File: config.mk
export PLATFORM = sky130hd
export DESIGN_NAME = costas_dds_loader_flat
export DESIGN_NICKNAME = d
export VERILOG_FILES = /design/src/rtl/costas_pkg.sv /design/src/rtl/costas_dds_loader_if.sv /design/src/rtl/ad9850_serializer.sv /design/src/rtl/costas_dds_loader.sv /design/src/flat_wrapper.sv
export SDC_FILE = /design/constraint.sdc
export NUM_CORES = 1
export LEC_CHECK = 0
export ABC_AREA = 1
export BUFFER_PORTS_ARGS = -buffer_cell sky130_fd_sc_hd__buf_2
export CAP_MARGIN = 20
export CORE_ASPECT_RATIO = 0.6
export CORE_MARGIN = 8
export CORE_UTILIZATION = 40
export DETAILED_ROUTE_END_ITERATION = 10
export HOLD_SLACK_MARGIN = 0.06
export PLACE_DENSITY_LB_ADDON = 0.1
export SLEW_MARGIN = 20
export SYNTH_ARGS = -nofsm -noshare
export SYNTH_HDL_FRONTEND = slang
export SYNTH_SLANG_ARGS = --single-unit
File: constraint.sdc
create_clock -name sys_clk -period 5.3 [get_ports sys_clk]
set_input_delay 0.53 -clock sys_clk [delete_from_list [all_inputs] [get_ports sys_clk]]
set_output_delay 0.53 -clock sys_clk [all_outputs]
set_load 0.01 [all_outputs]
File: src/rtl/costas_pkg.sv
// Shared constants, state encodings and AD9850 word helpers for the Costas DDS loader.
// The optional power-down state is present only when DDS_POWERDOWN_EN is defined.
package costas_pkg;

    localparam int N_SYM    = 6;
    localparam int WORD_LEN = 40;
    localparam int FTW_LEN  = 32;
    localparam int PD_BIT   = 34;
    localparam logic [1:0] CTRL_BITS = 2'b00;

    // Welch order-6 Costas array, index 0 is transmitted first
    localparam logic [2:0] COSTAS_SEQ [N_SYM] = '{3'd2, 3'd1, 3'd5, 3'd3, 3'd4, 3'd0};

    typedef enum logic [2:0] {
        S_IDLE,
        S_WAIT_SYM,
        S_SHIFT,
`ifdef DDS_POWERDOWN_EN
        S_FQUD,
        S_PD
`else
        S_FQUD
`endif
    } state_t;

    typedef enum logic [2:0] {
        SER_IDLE,
        SER_SETUP,
        SER_HIGH,
        SER_LOW,
        SER_FQ
    } ser_phase_t;

    // Tuning word for symbol idx; the sum wraps modulo 2^32
    function automatic logic [FTW_LEN-1:0] tone_ftw(input logic [FTW_LEN-1:0] base,
                                                    input logic [FTW_LEN-1:0] step,
                                                    input logic [2:0] idx);
        logic [FTW_LEN-1:0] tone;
        tone = (int'(idx) < N_SYM) ? FTW_LEN'(COSTAS_SEQ[idx]) : '0;
        return base + tone * step;
    endfunction

    function automatic logic [WORD_LEN-1:0] dds_word(input logic [4:0] phase,
                                                     input logic pd,
                                                     input logic [FTW_LEN-1:0] ftw);
        logic [WORD_LEN-1:0] w;
        w = '0;
        w[FTW_LEN-1:0]         = ftw;
        w[PD_BIT-1 -: 2]       = CTRL_BITS;
        w[PD_BIT]              = pd;
        w[WORD_LEN-1 -: 5]     = phase;
        return w;
    endfunction

endpackage

File: src/rtl/costas_dds_loader_if.sv
// AD9850 serial load pins: W_CLK, DATA (D7) and FQ_UD.
interface costas_dds_loader_if;
    logic dds_wclk;
    logic dds_data;
    logic dds_fq_ud;

    modport master (output dds_wclk, output dds_data, output dds_fq_ud);
    modport slave  (input  dds_wclk, input  dds_data, input  dds_fq_ud);
endinterface

File: src/rtl/ad9850_serializer.sv
// Shifts one 40-bit AD9850 word LSB first on W_CLK, then pulses FQ_UD.
// Each phase (W_CLK high, W_CLK low, FQ_UD high) lasts WCLK_DIV cycles.
module ad9850_serializer
    import costas_pkg::*;
#(
    parameter int WCLK_DIV = 4
) (
    input  logic                sys_clk,
    input  logic                rst,
    input  logic [WORD_LEN-1:0] word,
    input  logic                start,
    output logic                busy,
    output logic                done,
    output logic                fq_active,
    costas_dds_loader_if.master dds
);

    localparam int CNT_W = (WCLK_DIV > 1) ? $clog2(WCLK_DIV) : 1;
    localparam logic [CNT_W-1:0] CNT_LAST = CNT_W'(WCLK_DIV - 1);

    ser_phase_t          phase_reg, phase_next;
    logic [CNT_W-1:0]    cnt_reg, cnt_next;
    logic [5:0]          bit_reg, bit_next;
    logic [WORD_LEN-1:0] shift_reg, shift_next;
    logic                wclk_reg, wclk_next;
    logic                data_reg, data_next;
    logic                fq_reg, fq_next;
    logic                cnt_last;

    assign cnt_last = (cnt_reg == CNT_LAST);

    always_ff @(posedge sys_clk) begin
        if (rst) begin
            phase_reg <= SER_IDLE;
            cnt_reg   <= '0;
            bit_reg   <= '0;
            shift_reg <= '0;
            wclk_reg  <= 1'b0;
            data_reg  <= 1'b0;
            fq_reg    <= 1'b0;
        end else begin
            phase_reg <= phase_next;
            cnt_reg   <= cnt_next;
            bit_reg   <= bit_next;
            shift_reg <= shift_next;
            wclk_reg  <= wclk_next;
            data_reg  <= data_next;
            fq_reg    <= fq_next;
        end
    end

    always_comb begin
        phase_next = phase_reg;
        cnt_next   = cnt_reg;
        bit_next   = bit_reg;
        shift_next = shift_reg;
        wclk_next  = wclk_reg;
        data_next  = data_reg;
        fq_next    = fq_reg;
        case (phase_reg)
            SER_IDLE: begin
                if (start) begin
                    shift_next = word;
                    data_next  = word[0];
                    bit_next   = '0;
                    cnt_next   = '0;
                    phase_next = SER_SETUP;
                end
            end
            // One cycle of data setup before the first W_CLK rise
            SER_SETUP: begin
                wclk_next  = 1'b1;
                cnt_next   = '0;
                phase_next = SER_HIGH;
            end
            SER_HIGH: begin
                if (cnt_last) begin
                    wclk_next  = 1'b0;
                    cnt_next   = '0;
                    shift_next = shift_reg >> 1;
                    data_next  = shift_reg[1];
                    phase_next = SER_LOW;
                end else begin
                    cnt_next = cnt_reg + CNT_W'(1);
                end
            end
            SER_LOW: begin
                if (cnt_last) begin
                    cnt_next = '0;
                    if (bit_reg == 6'(WORD_LEN - 1)) begin
                        fq_next    = 1'b1;
                        phase_next = SER_FQ;
                    end else begin
                        bit_next   = bit_reg + 6'd1;
                        wclk_next  = 1'b1;
                        phase_next = SER_HIGH;
                    end
                end else begin
                    cnt_next = cnt_reg + CNT_W'(1);
                end
            end
            SER_FQ: begin
                if (cnt_last) begin
                    fq_next    = 1'b0;
                    cnt_next   = '0;
                    phase_next = SER_IDLE;
                end else begin
                    cnt_next = cnt_reg + CNT_W'(1);
                end
            end
            default: phase_next = SER_IDLE;
        endcase
    end

    always_comb begin
        busy          = (phase_reg != SER_IDLE);
        done          = (phase_reg == SER_FQ) && cnt_last;
        fq_active     = fq_reg;
        dds.dds_wclk  = wclk_reg;
        dds.dds_data  = data_reg;
        dds.dds_fq_ud = fq_reg;
    end

endmodule

File: src/rtl/costas_dds_loader.sv
// Sequences the six Costas symbols into an AD9850, one word per symbol clock edge.
// Define DDS_POWERDOWN_EN to append a power-down word after the last symbol.
module costas_dds_loader
    import costas_pkg::*;
#(
    parameter int         WCLK_DIV   = 4,
    parameter logic [4:0] PHASE_WORD = 5'd0
) (
    input  logic        sys_clk,
    input  logic        rst,
    input  logic        costas_trig,
    input  logic        costas_symclk,
    input  logic [31:0] base_ftw,
    input  logic [31:0] step_ftw,
    costas_dds_loader_if.master dds,
    output logic        costas_txrq,
    output logic [2:0]  sym_idx,
    output logic        overrun
);

    logic [1:0] async_in;
    logic [1:0] sync_lvl;
    logic [1:0] rise;

    assign async_in = {costas_symclk, costas_trig};

    generate
        for (genvar gi = 0; gi < 2; gi++) begin : g_sync
            logic meta_reg, sync_reg, prev_reg;
            always_ff @(posedge sys_clk) begin
                if (rst) begin
                    meta_reg <= 1'b0;
                    sync_reg <= 1'b0;
                    prev_reg <= 1'b0;
                end else begin
                    meta_reg <= async_in[gi];
                    sync_reg <= meta_reg;
                    prev_reg <= sync_reg;
                end
            end
            assign sync_lvl[gi] = sync_reg;
            assign rise[gi]     = sync_reg & ~prev_reg;
        end
    endgenerate

    logic trig_lvl, trig_rise, sym_rise;
    assign trig_lvl  = sync_lvl[0];
    assign trig_rise = rise[0];
    assign sym_rise  = rise[1];

    state_t              state_reg, state_next;
    logic [31:0]         base_reg, step_reg;
    logic [2:0]          sym_idx_reg;
    logic                txrq_reg, overrun_reg;
    logic                ser_start, ser_busy, ser_done, ser_fq;
    logic [WORD_LEN-1:0] ser_word;
    logic                sym_go, word_active, edge_busy, last_sym;

    assign last_sym    = (sym_idx_reg == 3'(N_SYM - 1));
    assign sym_go      = trig_lvl && sym_rise && !ser_busy;
    assign word_active = (state_reg == S_SHIFT) || (state_reg == S_FQUD);
`ifdef DDS_POWERDOWN_EN
    assign edge_busy   = word_active || (state_reg == S_PD);
`else
    assign edge_busy   = word_active;
`endif

    always_ff @(posedge sys_clk) begin
        if (rst) state_reg <= S_IDLE;
        else     state_reg <= state_next;
    end

    always_comb begin
        state_next = state_reg;
        case (state_reg)
            S_IDLE:     if (trig_rise) state_next = S_WAIT_SYM;
            // A trig that dropped during the previous word aborts here
            S_WAIT_SYM: begin
                if (!trig_lvl)   state_next = S_IDLE;
                else if (sym_go) state_next = S_SHIFT;
            end
            S_SHIFT, S_FQUD: begin
                if (ser_done) begin
`ifdef DDS_POWERDOWN_EN
                    state_next = last_sym ? S_PD : S_WAIT_SYM;
`else
                    state_next = last_sym ? S_IDLE : S_WAIT_SYM;
`endif
                end else if (ser_fq) begin
                    state_next = S_FQUD;
                end
            end
`ifdef DDS_POWERDOWN_EN
            S_PD:       if (ser_done) state_next = S_IDLE;
`endif
            default:    state_next = S_IDLE;
        endcase
    end

    always_comb begin
        ser_start = 1'b0;
        ser_word  = dds_word(PHASE_WORD, 1'b0, tone_ftw(base_reg, step_reg, sym_idx_reg));
        case (state_reg)
            S_WAIT_SYM: ser_start = sym_go;
`ifdef DDS_POWERDOWN_EN
            // Serializer is idle only on the first PD cycle
            S_PD: begin
                ser_start = !ser_busy;
                ser_word  = dds_word(PHASE_WORD, 1'b1, '0);
            end
`endif
            default: ser_start = 1'b0;
        endcase
    end

    always_ff @(posedge sys_clk) begin
        if (rst) begin
            base_reg    <= '0;
            step_reg    <= '0;
            sym_idx_reg <= '0;
            txrq_reg    <= 1'b0;
            overrun_reg <= 1'b0;
        end else begin
            if (state_reg == S_IDLE && trig_rise) begin
                base_reg    <= base_ftw;
                step_reg    <= step_ftw;
                sym_idx_reg <= '0;
                txrq_reg    <= 1'b1;
                overrun_reg <= 1'b0;
            end
            if (state_reg == S_WAIT_SYM && !trig_lvl)
                txrq_reg <= 1'b0;
            if (word_active && ser_done) begin
                if (last_sym) txrq_reg    <= 1'b0;
                else          sym_idx_reg <= sym_idx_reg + 3'd1;
            end
            if (edge_busy && sym_rise)
                overrun_reg <= 1'b1;
        end
    end

    ad9850_serializer #(.WCLK_DIV(WCLK_DIV)) u_ser (
        .sys_clk   (sys_clk),
        .rst       (rst),
        .word      (ser_word),
        .start     (ser_start),
        .busy      (ser_busy),
        .done      (ser_done),
        .fq_active (ser_fq),
        .dds       (dds)
    );

    assign costas_txrq = txrq_reg;
    assign sym_idx     = sym_idx_reg;
    assign overrun     = overrun_reg;

endmodule
File: src/flat_wrapper.sv
// flat-port wrapper written by rule: the top's interface ports become plain ports
module costas_dds_loader_flat import costas_pkg::*;
#(
    parameter int         WCLK_DIV   = 4,
    parameter logic [4:0] PHASE_WORD = 5'd0
)
  (sys_clk, rst, costas_trig, costas_symclk, base_ftw, step_ftw, costas_txrq, sym_idx, overrun, dds_dds_wclk, dds_dds_data, dds_dds_fq_ud);
  costas_dds_loader_if dds_i ();
  input  logic sys_clk;
  input  logic rst;
  input  logic costas_trig;
  input  logic costas_symclk;
  input  logic [31:0] base_ftw;
  input  logic [31:0] step_ftw;
  output logic costas_txrq;
  output logic [2:0] sym_idx;
  output logic overrun;
  output wire logic [$bits(dds_i.dds_wclk)-1:0] dds_dds_wclk;
  output wire logic [$bits(dds_i.dds_data)-1:0] dds_dds_data;
  output wire logic [$bits(dds_i.dds_fq_ud)-1:0] dds_dds_fq_ud;
  assign dds_dds_wclk = dds_i.dds_wclk;
  assign dds_dds_data = dds_i.dds_data;
  assign dds_dds_fq_ud = dds_i.dds_fq_ud;
  costas_dds_loader #(.WCLK_DIV(WCLK_DIV), .PHASE_WORD(PHASE_WORD)) u_core (.sys_clk(sys_clk), .rst(rst), .costas_trig(costas_trig), .costas_symclk(costas_symclk), .base_ftw(base_ftw), .step_ftw(step_ftw), .dds(dds_i), .costas_txrq(costas_txrq), .sym_idx(sym_idx), .overrun(overrun));
endmodule
After elaboration in Yosys (flattened, before gate mapping)
Memories as Yosys holds them, arrays and structs flattened.
Index checks and enable logic that the tools add are counted.
{"block": "op_classes", "eq_ne": 19, "order_cmp": 2, "mul": 1, "n_addsub": 4, "muxes": 46, "n_bitwise": 5, "n_reduce_logical": 28}
{"cell": "40-bit 2-to-1 mux", "count": 2}
{"cell": "40-bit one-hot mux with 2 select lines", "count": 1}
{"cell": "3-bit 2-to-1 mux", "count": 16}
{"cell": "32-bit adder", "count": 1}
{"cell": "32-bit by 32-bit multiplier with 32-bit output", "count": 1}
{"cell": "6-bit 2-to-1 mux", "count": 3}
{"cell": "4-bit AND reduction", "count": 4}
{"cell": "1-bit 2-to-1 mux", "count": 15}
{"cell": "3-bit one-hot mux with 5 select lines", "count": 1}
{"cell": "3-bit by 2-bit == test with 1-bit output (second input constant)", "count": 4}
{"cell": "6-bit one-hot mux with 2 select lines", "count": 1}
{"cell": "2-bit inequality test (second input constant)", "count": 5}
{"cell": "3-bit one-hot mux with 3 select lines", "count": 1}
{"cell": "3-bit nonzero test", "count": 3}
{"cell": "2-bit nonzero test", "count": 4}
{"cell": "1-bit logical AND", "count": 7}
{"cell": "6-bit by 1-bit adder with 6-bit output (second input constant)", "count": 1}
{"cell": "3-bit by 1-bit == test with 1-bit output (second input constant)", "count": 2}
{"cell": "3-bit == test (second input constant)", "count": 2}
{"cell": "6-bit == test (second input constant)", "count": 1}
{"cell": "3-bit zero test", "count": 2}
{"cell": "2-bit one-hot mux with 3 select lines", "count": 1}
{"cell": "3-bit AND reduction", "count": 2}
{"cell": "4-bit greater-or-equal comparator (second input constant)", "count": 1}
{"cell": "18 further kinds", "count": 24}
{"block": "word_totals", "word_cells": 125, "ff_bits": 132, "memories": 1, "romBits": 24, "inputBits": 68}
{"memory": "(name not given)", "words": 8, "width": 3, "read_ports": 1, "rd_ports_with_merged_regs": 0, "write_ports": 0, "line_no": "costas_pkg.sv:39", "source": "tone = (int'(idx) < N_SYM) ? FTW_LEN'(COSTAS_SEQ[idx]) : '0;"}

Depth between registers and ports, before layout
Gate-level depths: netlist (run 1).
{"block": "logic_depth", "ltp_word": 9, "mapped_depth": 24}

Modules after synthesis
Synthesis (run 1) repeated with hierarchy kept, for this count alone.
{"block": "unflattened", "hier_cells": 1498, "hier_area_um2": 9810.7}
{"module": "costas_dds_loader", "instances": 1, "seq_area_each_um2": 1541.5, "area_per_inst_um2": 7221.9, "cells_each": 1115}
{"module": "ad9850_serializer", "instances": 1, "seq_area_each_um2": 1061.0, "area_per_inst_um2": 2588.7, "cells_each": 383}

Worst setup path after synthesis (run 1)
No wires, ideal clock.
{"block": "synth_path", "path_type": "reg-to-reg", "start": "register u_core.sym_idx_reg[0], in the netlist u_core.sym_idx[0]", "end": "register u_core.u_ser.shift_reg[31]", "path_stages_with_launch": 24, "synth_period_minus_slack_ns": 4.014, "slack_ns": 1.286, "arrival_time_ns": 3.943, "path_buffers": 2, "setup_ns": 0.071, "path_cell_list": "dfxtp_1 inv_1 ha_1 nor2_1 inv_1 clkbuf_1 buf_1 nor2_1 fa_1 inv_1 fa_1 inv_1 ha_1 nand2_1 inv_1 nand2_1 nand3_1 a21oi_1 nor2_1 nor2_1 nand2_1 nand2_1 nand3_1 a21oi_1"}
{"block": "synth_via", "elab_chain_cells": 9, "elab_cells_between_ends": 10, "cone_classes": "add/sub: 1; mul: 1; order compare: 1; mux: 5; bitwise: 1; memory: 1"}
{"element": "start, declared", "line_no": "costas_dds_loader.sv:53", "source": "logic [2:0] sym_idx_reg;"}
{"element": "start signal, assigned", "line_no": "costas_dds_loader.sv:135", "source": "else sym_idx_reg <= sym_idx_reg + 3'd1;"}
{"element": "3-bit NOT with 4-bit output (implied by the code)", "line_no": "costas_pkg.sv:39"}
{"element": "memory 8 x 3 bit"}
{"element": "3-bit 2-to-1 mux (implied by the code) (2 in a row)", "line_no": "costas_pkg.sv:39"}
{"element": "3-bit 2-to-1 mux (*)", "line_no": "costas_pkg.sv:39"}
{"element": "32-bit by 32-bit multiplier with 32-bit output (*)", "line_no": "costas_pkg.sv:40", "source": "return base + tone * step;"}
{"element": "32-bit adder (*)", "line_no": "costas_pkg.sv:40"}
{"element": "40-bit 2-to-1 mux (*)", "line_no": "ad9850_serializer.sv:62", "source": "if (start) begin"}
{"element": "40-bit one-hot mux with 2 select lines (*)", "line_no": "ad9850_serializer.sv:60", "source": "case (phase_reg)"}
{"element": "end signal, assigned", "line_no": "ad9850_serializer.sv:45", "source": "shift_reg <= shift_next;"}
{"element": "end, declared", "line_no": "ad9850_serializer.sv:24", "source": "logic [WORD_LEN-1:0] shift_reg, shift_next;"}
Every way passes the cells marked *; elsewhere a longest branch is shown, timed or not. The select of a mux whose other input is x is not followed.
A chain may end at the register's enable or synchronous reset.

Final worst setup path (run 1)
{"block": "layout_path", "start": "register u_core.sym_idx_reg[0], in the netlist u_core.sym_idx[0]", "end": "register u_core.u_ser.shift_reg[27]"}
Same word-level chain as after synthesis.

==> results.toml, run 1 <==
[power]
p_sw_uw = 1045
leakage_uw = 0.005149
irDropWorstVdd_mv = 0.2000
cell_internal_pwr_uw = 2018
power-per-cell-area_nw_per_um2 = 293.8
p_comb_share_pct = 25.5
sequentialPowerShare_pct = 35.2
clockPowerShare_pct = 39.3
swShare_pct = 34.12

[worst_setup_path]
required_ps = 5600
critical_path_depth = 20
critical_path.max_stage_delay_ps = 640
r2r_start = "u_core.sym_idx[0]$_SDFF_PP0_"
crit_fanout = 22
worst_path_max_delay_cell = "inv_1"
crit_path_start = "u_core.sym_idx[0]$_SDFF_PP0_"
setup.worst_path.end = "u_core.u_ser.shift_reg[27]$_SDFFE_PP0P_"
worstPathCellList = "inv_1 > ha_1 > nor2_1 > inv_1 > buf_4 > nor2_1 > fa_1 > inv_1 > fa_1 > inv_1 > ha_1 > nand2_1 > nor2_1 > nand2_1 > nor2_1 > nand2_1 > nand4_1 > nand3_1 > nand2_1 > a21oi_1"
r2r_slack_ps = 590
cp-end-kind = "register"
cp.arrival_ps = 5000
critPathBufInv = 5
reg2reg_depth = 20
critPathLaunchType = "register"
r2r-end = "u_core.u_ser.shift_reg[27]$_SDFFE_PP0P_"
critical_path_class = "register to register"
critical_path.top_delay_family = "adder cells"

[drt]
antenna_left = 0
dr.pass1.iters = 7
drc_errors = 0
wl_per_cell_um = 13.23
wl_um = 23570
initialDrtViolationCount = 591
avgViaCountPerCell = 4.718
num_vias = 8407

[clock_tree]
cts-root-buf = "clkbuf_16"
ctsHtreeMaxLevel = 4
cts.sinks = 122
hold_buffers = 0
cts_tree = "done"
clockBufferDepth = 2
cts_resized = 0
clk_pin_slew_ps = 70
clkLatencyLatePin_ps = 440
postCtsSetupBuffers = 0
cts_made_buffers = 17

[global_route]
grtUsageTotal_pct = 17.36
grt_pass1_wl_um = 39810
first_global_vias = 7934
grt_antenna_before_repair = 1
grt_max_degree = 105
grt-ovfl-total = 0

[timing]
fin_setup_tns_ps = 0
setup_viol = 0
finalMaxSlewViolations = 0
worst-slew-pin-transition_ps = 885.1
setup_ws_ps = 594.7
hold_violations = 0
fin_crit_sh_pct = 88.78
max-slew-margin-rel_pct = 40.99
fin_crit_ps = 4705
rsz0062_at_grt = "no"
clock_skew_ps = 13.52
fmax_ghz = 0.2125

[yosys]
synth_top_area_share_pct = 26.63
synth_top_area_cell = "dfxtp_1"
ys_warn_count = 0
synth_cell_type_count = 39
synth_top_flop_cell = "dfxtp_1"
netlist_area_um2 = 9170
ys_ff_latch = 122
seq_area_frac_synth_pct = 26.63
synth.avg_cell_area_um2 = 6.569
synth_area_leaders = "dfxtp_1 27%, fa_1 13%, inv_1 12%"
ys_async_sr_fraction_pct = 0
syn_inst = 1396
synth_edf_count = 0
syn_nets = 1562

[placed_design]
port_buffers = 75
dp.cells = 1750
placed_cell_area_um2 = 9821
dp_hpwl_um = 18250
dp_slack_ps = 674.2
place.gp.congestion = 0.8933

[floorplanning]
core_um2 = 22810
initial_utilization_pct = 40.20
die_h_um = 133.3
die_area_um2 = 28180
num_rows = 43
die_w_um = 211.5
io_pins = 76

[job]
drv_cap = 0

[layout]
drive_gt1_share_pct = 9.748
nNetsFinal = 1620
fin_area_um2 = 10430
fill_cells = 2464
syn_to_final_growth_pct = 13.70
num_antenna_cells = 0
fin_cells = 1782

[min_path]
hp-class = "primary input to register"
min_path_cells = 3

[run_status]
status = "completed"
-- Yosys cell counts (6+ instances only) --
master and instances:
nor3_1 8, a21oi_1 135, nand2_1 282, clkbuf_1 35
xor2_1 8, ha_1 39, inv_1 291, fa_1 59
nor2_2 6, nand3_1 57, dfxtp_1 122, nor2_1 189
nand4_1 10, inv_2 6, o21ai_0 99
-- worst min-delay path by stage --
stage / start / end
final: costas_trig / u_core.g_sync[0].meta_reg$_SDFF_PP0_
after global routing: costas_symclk / u_core.g_sync[1].meta_reg$_SDFF_PP0_
after CTS: costas_trig / u_core.g_sync[0].meta_reg$_SDFF_PP0_
after detailed placement: u_core.g_sync[0].meta_reg$_SDFF_PP0_ / u_core.g_sync[0].sync_reg$_SDFF_PP0_
after global placement: u_core.g_sync[0].meta_reg$_SDFF_PP0_ / u_core.g_sync[0].sync_reg$_SDFF_PP0_
after floorplan: u_core.g_sync[0].meta_reg$_SDFF_PP0_ / u_core.g_sync[0].sync_reg$_SDFF_PP0_
-- per-stage QoR --
step	utilization, %	power, uW	hold WS [ps]
after floorplan	-	1700	388.3
after global placement	43.05	1872	394.7
after detailed placement	43.05	1875	393.4
after CTS	45.71	3090	274.8
after global routing	45.71	3250	288.3
final	45.71	3064	291.3
-- power groups by stage --
stage	sequential (uW)	combinational, uW	clock, uW
2_1_floorplan	1090	611	0
3_3_place_gp	1100	776	0
3_5_place_dp	1100	778	0
4_1_cts	1080	782	1230
5_1_grt	1090	889	1270
6_report	1080	780	1200
-- cells in the final DEF (no fill, tap or decap), types with 10 or more instances in the layout --
master	count
inv_1	290
nand2_1	281
nor2_1	189
a21oi_1	135
dfxtp_1	122
o21ai_0	99
buf_2	75
fa_1	59
nand3_1	57
ha_1	39
clkbuf_16	17
buf_4	11
nand4_1	10
-- final cells by class --
| type | instances | area [um^2] | share of cell area (%) |
|---|---|---|---|
| clock buffer | 20 | 466.7 | 4.476 |
| sequential | 122 | 2442 | 23.43 |
| multi-input combinational | 929 | 5408 | 51.87 |
| inverter | 298 | 1119 | 10.73 |
| clock inverter | 12 | 138.9 | 1.332 |
| tap | 315 | 394.1 | 3.780 |
| timing repair buffer | 86 | 457.9 | 4.392 |
-- tightest hold or removal path: stages --
cell and delay [ps]:
buf_2 70, inv_1 30, nor2_1 60
-- routing by layer --
layer  vias to the layer above  GRT usage, %  wire length (um)  part of all wire [%]
met5                         -             0                 0                     0
met2                       169         25.05              9389                    40
li1                       4384             -                 -                     -
met3                        13         4.058              1387                   5.9
met1                      3841         25.66             12610                    53
met4                         0         3.846               185                  0.78
-- kinds of logic (layout without fill, tap and decap cells) --
group,Yosys count,in the layout,synth area share [%]
AND/OR/NAND/NOR,567,567,25.30
buffers and inverters,345,416,14.56
AO/OA/AOI/OAI,254,254,14.35
flip-flops,122,122,26.63
adder cells (fa/ha/maj),98,98,18.20
XOR/XNOR,10,10,0.9552
No activity file was read; power rests on OpenSTA's default activity.
==> inputs of run 2 (changes only) <==
- BUFFER_PORTS_ARGS: -buffer_cell sky130_fd_sc_hd__buf_2 -> -buffer_cell sky130_fd_sc_hd__buf_4
==> results.toml, run 2 (same netlist as run 1, synthesis figures left out) <==
[power]
leakage_uw = 0.005230
irDropWorstVdd_mv = 0.2126
power-per-cell-area_nw_per_um2 = 294.9

[timing]
whs_ps = 298.8
max-slew-margin-rel_pct = 51.32
rsz0062_at_grt = "no"
fin_setup_tns_ps = 0
worst-slew-pin-transition_ps = 730.1
finalMaxSlewViolations = 0
clock_skew_ps = 7.962
setup_viol = 0
fin_crit_sh_pct = 86.02
fmax_ghz = 0.2193
hold_violations = 0
fin_crit_ps = 4559

[worst_setup_path]
worst_path_max_delay_cell = "fa_1"
critPathBufInv = 5
critPathLaunchType = "register"
cp.arrival_ps = 4860
required_ps = 5600
critical_path.max_stage_delay_ps = 530
crit_top_cell = "nand2_1"
cp-end-kind = "register"
crit_fanout = 12
critical_path_class = "register to register"
critical_path.top_delay_family = "simple AND/OR/NAND/NOR gates"
worstPathCellList = "inv_1 > ha_1 > inv_1 > nand2_1 > nand3_1 > buf_4 > nor2_1 > fa_1 > inv_1 > fa_1 > inv_1 > ha_1 > nand2_1 > nor2_1 > and2_1 > nand2_1 > nand2_2 > nand2_1 > nand3_1 > nand3_1 > nand2_1 > a21oi_1"

[layout]
syn_to_final_growth_pct = 16.10
layout_commonest_cell = "inv_1"
drive_gt1_share_pct = 9.618
num_antenna_cells = 0
nNetsFinal = 1619
multi_input_area_um2 = 5408
fill_cells = 2419
layout_common_cells = "290 x inv_1, 281 x nand2_1, 189 x nor2_1"
seqCellArea_um2 = 2442

[drt]
initialDrtViolationCount = 619
num_vias = 8377
drc_errors = 0
wl_um = 23860
antenna_left = 0
dr.pass1.iters = 5
avgViaCountPerCell = 4.704
wl_per_cell_um = 13.39

[placed_design]
place.gp.congestion = 0.8919
port_buffers = 75
dp_hpwl_um = 18490

[clock_tree]
clkLatencyLatePin_ps = 430
postCtsSetupBuffers = 0
clockBufferDepth = 2
cts_resized = 0
cts-root-buf = "clkbuf_16"
cts_tree = "done"
cts.sinks = 122
hold_buffers = 0
ctsHtreeMaxLevel = 4
clk_pin_slew_ps = 60
cts_made_buffers = 17

[global_route]
grt_max_degree = 82
grt-ovfl-total = 0
grtUsageTotal_pct = 17.73
first_global_vias = 8138
grt_antenna_before_repair = 0
grt_pass1_wl_um = 40760

[floorplanning]
initial_utilization_pct = 40.20
die_h_um = 133.3
num_rows = 43
io_pins = 76
die_area_um2 = 28180
core_um2 = 22810
die_w_um = 211.5

[run_status]
status = "completed"

[job]
drv_cap = 0

[min_path]
hp-class = "primary input to register"
==> run 2: changes by cell type in the layout (fill, tap and decap cells not counted) <==
cell	change
buf_12	+1
buf_2	-75
clkbuf_1	+1
clkbuf_8	-2
clkinv_2	+1
bufinv_16	+2
buf_4	+73
clkinvlp_4	-3
clkinv_4	+1
==> run 2: cell type report <==
cell class	count	share of cell area, %
Multi-Input combinational cell	929	50.79
Inverter	298	10.51
Timing Repair Buffer	85	6.111
Clock inverter	13	1.786
Clock buffer	19	4.160
Sequential cell	122	22.94
Tap cell	315	3.702
==> run 2: worst min-delay path, cell delays in order <==
cell and delay (ps):
buf_4 80, inv_1 30, nor2_1 60
==> run 2: final timing paths <==
check	from	end	slack (ps)	cells past startpoint
hold / removal	costas_trig	u_core.g_sync[0].meta_reg$_SDFF_PP0_	300	3
hold reg to reg	u_core.g_sync[0].meta_reg$_SDFF_PP0_	u_core.g_sync[0].sync_reg$_SDFF_PP0_	400	2
setup reg to reg	u_core.sym_idx[0]$_SDFF_PP0_	u_core.u_ser.shift_reg[22]$_SDFFE_PP0P_	740	22
setup / recovery	u_core.sym_idx[0]$_SDFF_PP0_	u_core.u_ser.shift_reg[22]$_SDFFE_PP0P_	740	22
==> run 2: stage by stage <==
step                      instance area [um^2]  cells  util, %  power, uW  setup WS (ps)
after CTS                                10650   1781    46.67       3175          745.9
final                                    10650   1781    46.67       3140          740.9
after global placement                   10010   1749    43.90       1884          823.7
after floorplan                           9170   1396        -       1700           1286
after detailed placement                 10010   1749    43.90       1889          747.6
after global routing                     10650   1781    46.67       3337          370.9
==> run 2: power breakdown <==
| part | switching (uW) | leakage (uW) | total, uW | internal (uW) |
|---|---|---|---|---|
| Clock | 467 | 0.000308 | 1270 | 804 |
| Combinational | 515 | 0.00393 | 789 | 274 |
| Sequential | 53.0 | 0.000993 | 1080 | 1030 |
| Total | 1040 | 0.00523 | 3140 | 2100 |
==> run 2: routing by layer <==
metal  track usage [%]  part of all wire (%)  up-vias
li1                  -                     -     4403
met1             25.85                    55     3792
met2             25.77                    39      159
met3             3.847                   4.6       23
met4             4.962                   1.3        0
met5                 0                     0        -
==> inputs of run 3 (changes only) <==
- SYNTH_HIERARCHICAL: default -> 1
==> results.toml, run 3 <==
[layout]
layout_commonest_cell = "inv_1"
nNetsFinal = 1723
layout_common_cells = "326 x inv_1, 302 x nand2_1, 178 x nor2_1"
largest_reg_flops = 40
fill_cells = 2537
drive_gt1_share_pct = 8.859
syn_to_final_growth_pct = 14.14
num_antenna_cells = 0
fin_area_um2 = 11200

[global_route]
grt_max_degree = 87
grt_pass1_wl_um = 43860
grt_antenna_before_repair = 0
grtUsageTotal_pct = 18.61
first_global_vias = 8326
grt-ovfl-total = 0

[yosys]
netlist_area_um2 = 9811
synth_area_leaders = "dfxtp_1 27%, inv_1 12%, fa_1 12%"
synth_commonest_cells = "326 x inv_1, 302 x nand2_1, 178 x nor2_1"
synth_most_common_cell = "inv_1"
ys_async_sr_fraction_pct = 0
synth_top_area_cell = "dfxtp_1"
ys_warn_count = 6
synth_edf_count = 0
syn_inst = 1498
synth.avg_cell_area_um2 = 6.549
ys_ff_latch = 130
synth_top_area_share_pct = 26.53
seq_area_frac_synth_pct = 26.53
synth_cell_type_count = 38
synth_top_flop_cell = "dfxtp_1"

[min_path]
min_path_cells = 3
hp-class = "primary input to register"

[power]
p_sw_uw = 730.3
p_comb_share_pct = 16.0
sequentialPowerShare_pct = 39.4
clockPowerShare_pct = 44.6
cell_internal_pwr_uw = 1907
power-per-cell-area_nw_per_um2 = 235.5
irDropWorstVdd_mv = 0.1575
swShare_pct = 27.69
leakage_uw = 0.005416
total_power_uw = 2637

[clock_tree]
cts_tree = "done"
cts_resized = 0
cts-root-buf = "clkbuf_16"
cts_made_buffers = 17
postCtsSetupBuffers = 0
clockBufferDepth = 2
clkLatencyLatePin_ps = 440
ctsHtreeMaxLevel = 4
cts.sinks = 130
clk_pin_slew_ps = 60
hold_buffers = 0

[worst_setup_path]
critical_path_class = "register to register"
setup.worst_path.end = "u_core/u_ser/shift_reg[31]$_SDFFE_PP0P_"
critPathLaunchType = "register"
r2r_slack_ps = 390
required_ps = 5600
crit_path_start = "u_core/sym_idx[0]$_SDFF_PP0_"
cp-end-kind = "register"
cp.arrival_ps = 5200
r2r-end = "u_core/u_ser/shift_reg[31]$_SDFFE_PP0P_"
r2r_start = "u_core/sym_idx[0]$_SDFF_PP0_"
crit_fanout = 19
reg2reg_depth = 22

[timing]
setup_viol = 0
max-slew-margin-rel_pct = 47.73
fin_crit_sh_pct = 92.57
rsz0062_at_grt = "no"
clock_skew_ps = 6.996
fmax_ghz = 0.2038
finalMaxSlewViolations = 0
fin_crit_ps = 4906
setup_ws_ps = 394.0
worst-slew-pin-transition_ps = 783.2
fin_setup_tns_ps = 0
hold_violations = 0

[drt]
wl_um = 26640
dr.pass1.iters = 6
avgViaCountPerCell = 4.700
drc_errors = 0
wl_per_cell_um = 14.09
antenna_left = 0
num_vias = 8887
initialDrtViolationCount = 769

[job]
drv_cap = 0

[floorplanning]
die_w_um = 218.2
die_h_um = 137.3
io_pins = 76
initial_utilization_pct = 40.69
core_um2 = 24110
die_area_um2 = 29960
num_rows = 44

[placed_design]
placed_cell_area_um2 = 10620
dp_slack_ps = 472.4
dp_hpwl_um = 21250
port_buffers = 75
place.gp.congestion = 0.9882

[run_status]
status = "completed"
## run 3: cells by family (layout without fill, tap and decap cells)
logic type | Yosys count | in the layout | share of synthesized area (%)
XOR/XNOR | 16 | 16 | 1.428
buffers and inverters | 380 | 444 | 15.21
flip-flops | 130 | 130 | 26.53
adder cells (fa/ha/maj) | 98 | 98 | 17.01
AND/OR/NAND/NOR | 579 | 579 | 24.28
AO/OA/AOI/OAI | 294 | 294 | 15.50
other | 1 | 8 | 0.03822
## run 3: worst min-delay path by stage
| stage | from | to | slack (ps) |
|---|---|---|---|
| 2_1_floorplan | u_core/g_sync[0].meta_reg$_SDFF_PP0_ | u_core/g_sync[0].sync_reg$_SDFF_PP0_ | 390 |
| 3_3_place_gp | u_core/g_sync[0].meta_reg$_SDFF_PP0_ | u_core/g_sync[0].sync_reg$_SDFF_PP0_ | 390 |
| 3_5_place_dp | u_core/g_sync[0].meta_reg$_SDFF_PP0_ | u_core/g_sync[0].sync_reg$_SDFF_PP0_ | 390 |
| 4_1_cts | costas_symclk | u_core/g_sync[1].meta_reg$_SDFF_PP0_ | 260 |
| 5_1_grt | costas_trig | u_core/g_sync[0].meta_reg$_SDFF_PP0_ | 280 |
| 6_report | costas_symclk | u_core/g_sync[1].meta_reg$_SDFF_PP0_ | 290 |
## run 3: stage by stage
stage | cells | utilization (%) | hold WS, ps
floorplan | 1505 | - | 388.3
global placement | 1860 | 44.05 | 391.1
detailed placement | 1860 | 44.05 | 392.0
CTS | 1891 | 46.44 | 259.5
global route | 1891 | 46.44 | 275.1
finish | 1891 | 46.44 | 291.8
## run 3: power by group through the flow
stage	logic (uW)	clock network, uW	registers [uW]
after detailed placement	424	0	1060
final	422	1180	1040
after CTS	426	1220	1040
after global placement	421	0	1060
after floorplan	296	0	1050
after global routing	490	1260	1040
## run 3: cell type report
cell class	count	area, um^2	area share (%)
multi-input combinational	995	5747	51.32
inverter	328	1231	10.99
tap	322	402.9	3.598
clock inverter	10	136.4	1.218
clock buffer	21	440.4	3.933
sequential	130	2603	23.24
timing repair buffer	85	638.1	5.698
## run 3: worst max-delay path, stage by stage (launching register included)
cell	delay (ps)
dfxtp_1	400
inv_1	120
ha_1	210
nor2_1	260
inv_1	420
buf_4	300
nor2_1	110
fa_1	450
fa_1	470
ha_1	370
nand2_1	190
nor2_1	300
nand2_1	90
nand3_1	140
nand2_1	90
nand2_2	160
nand2_2	70
nand3_1	80
nand2_1	80
nand2_1	100
o21ai_0	100
o21ai_0	170
a21oi_1	60
## run 3: metal layers
| metal | global-route usage, % | wire length, um |
|---|---|---|
| met1 | 28.54 | 14640 |
| met2 | 24.73 | 9850 |
| met3 | 4.825 | 1806 |
| met4 | 5.242 | 339 |
| met5 | 0 | 0 |
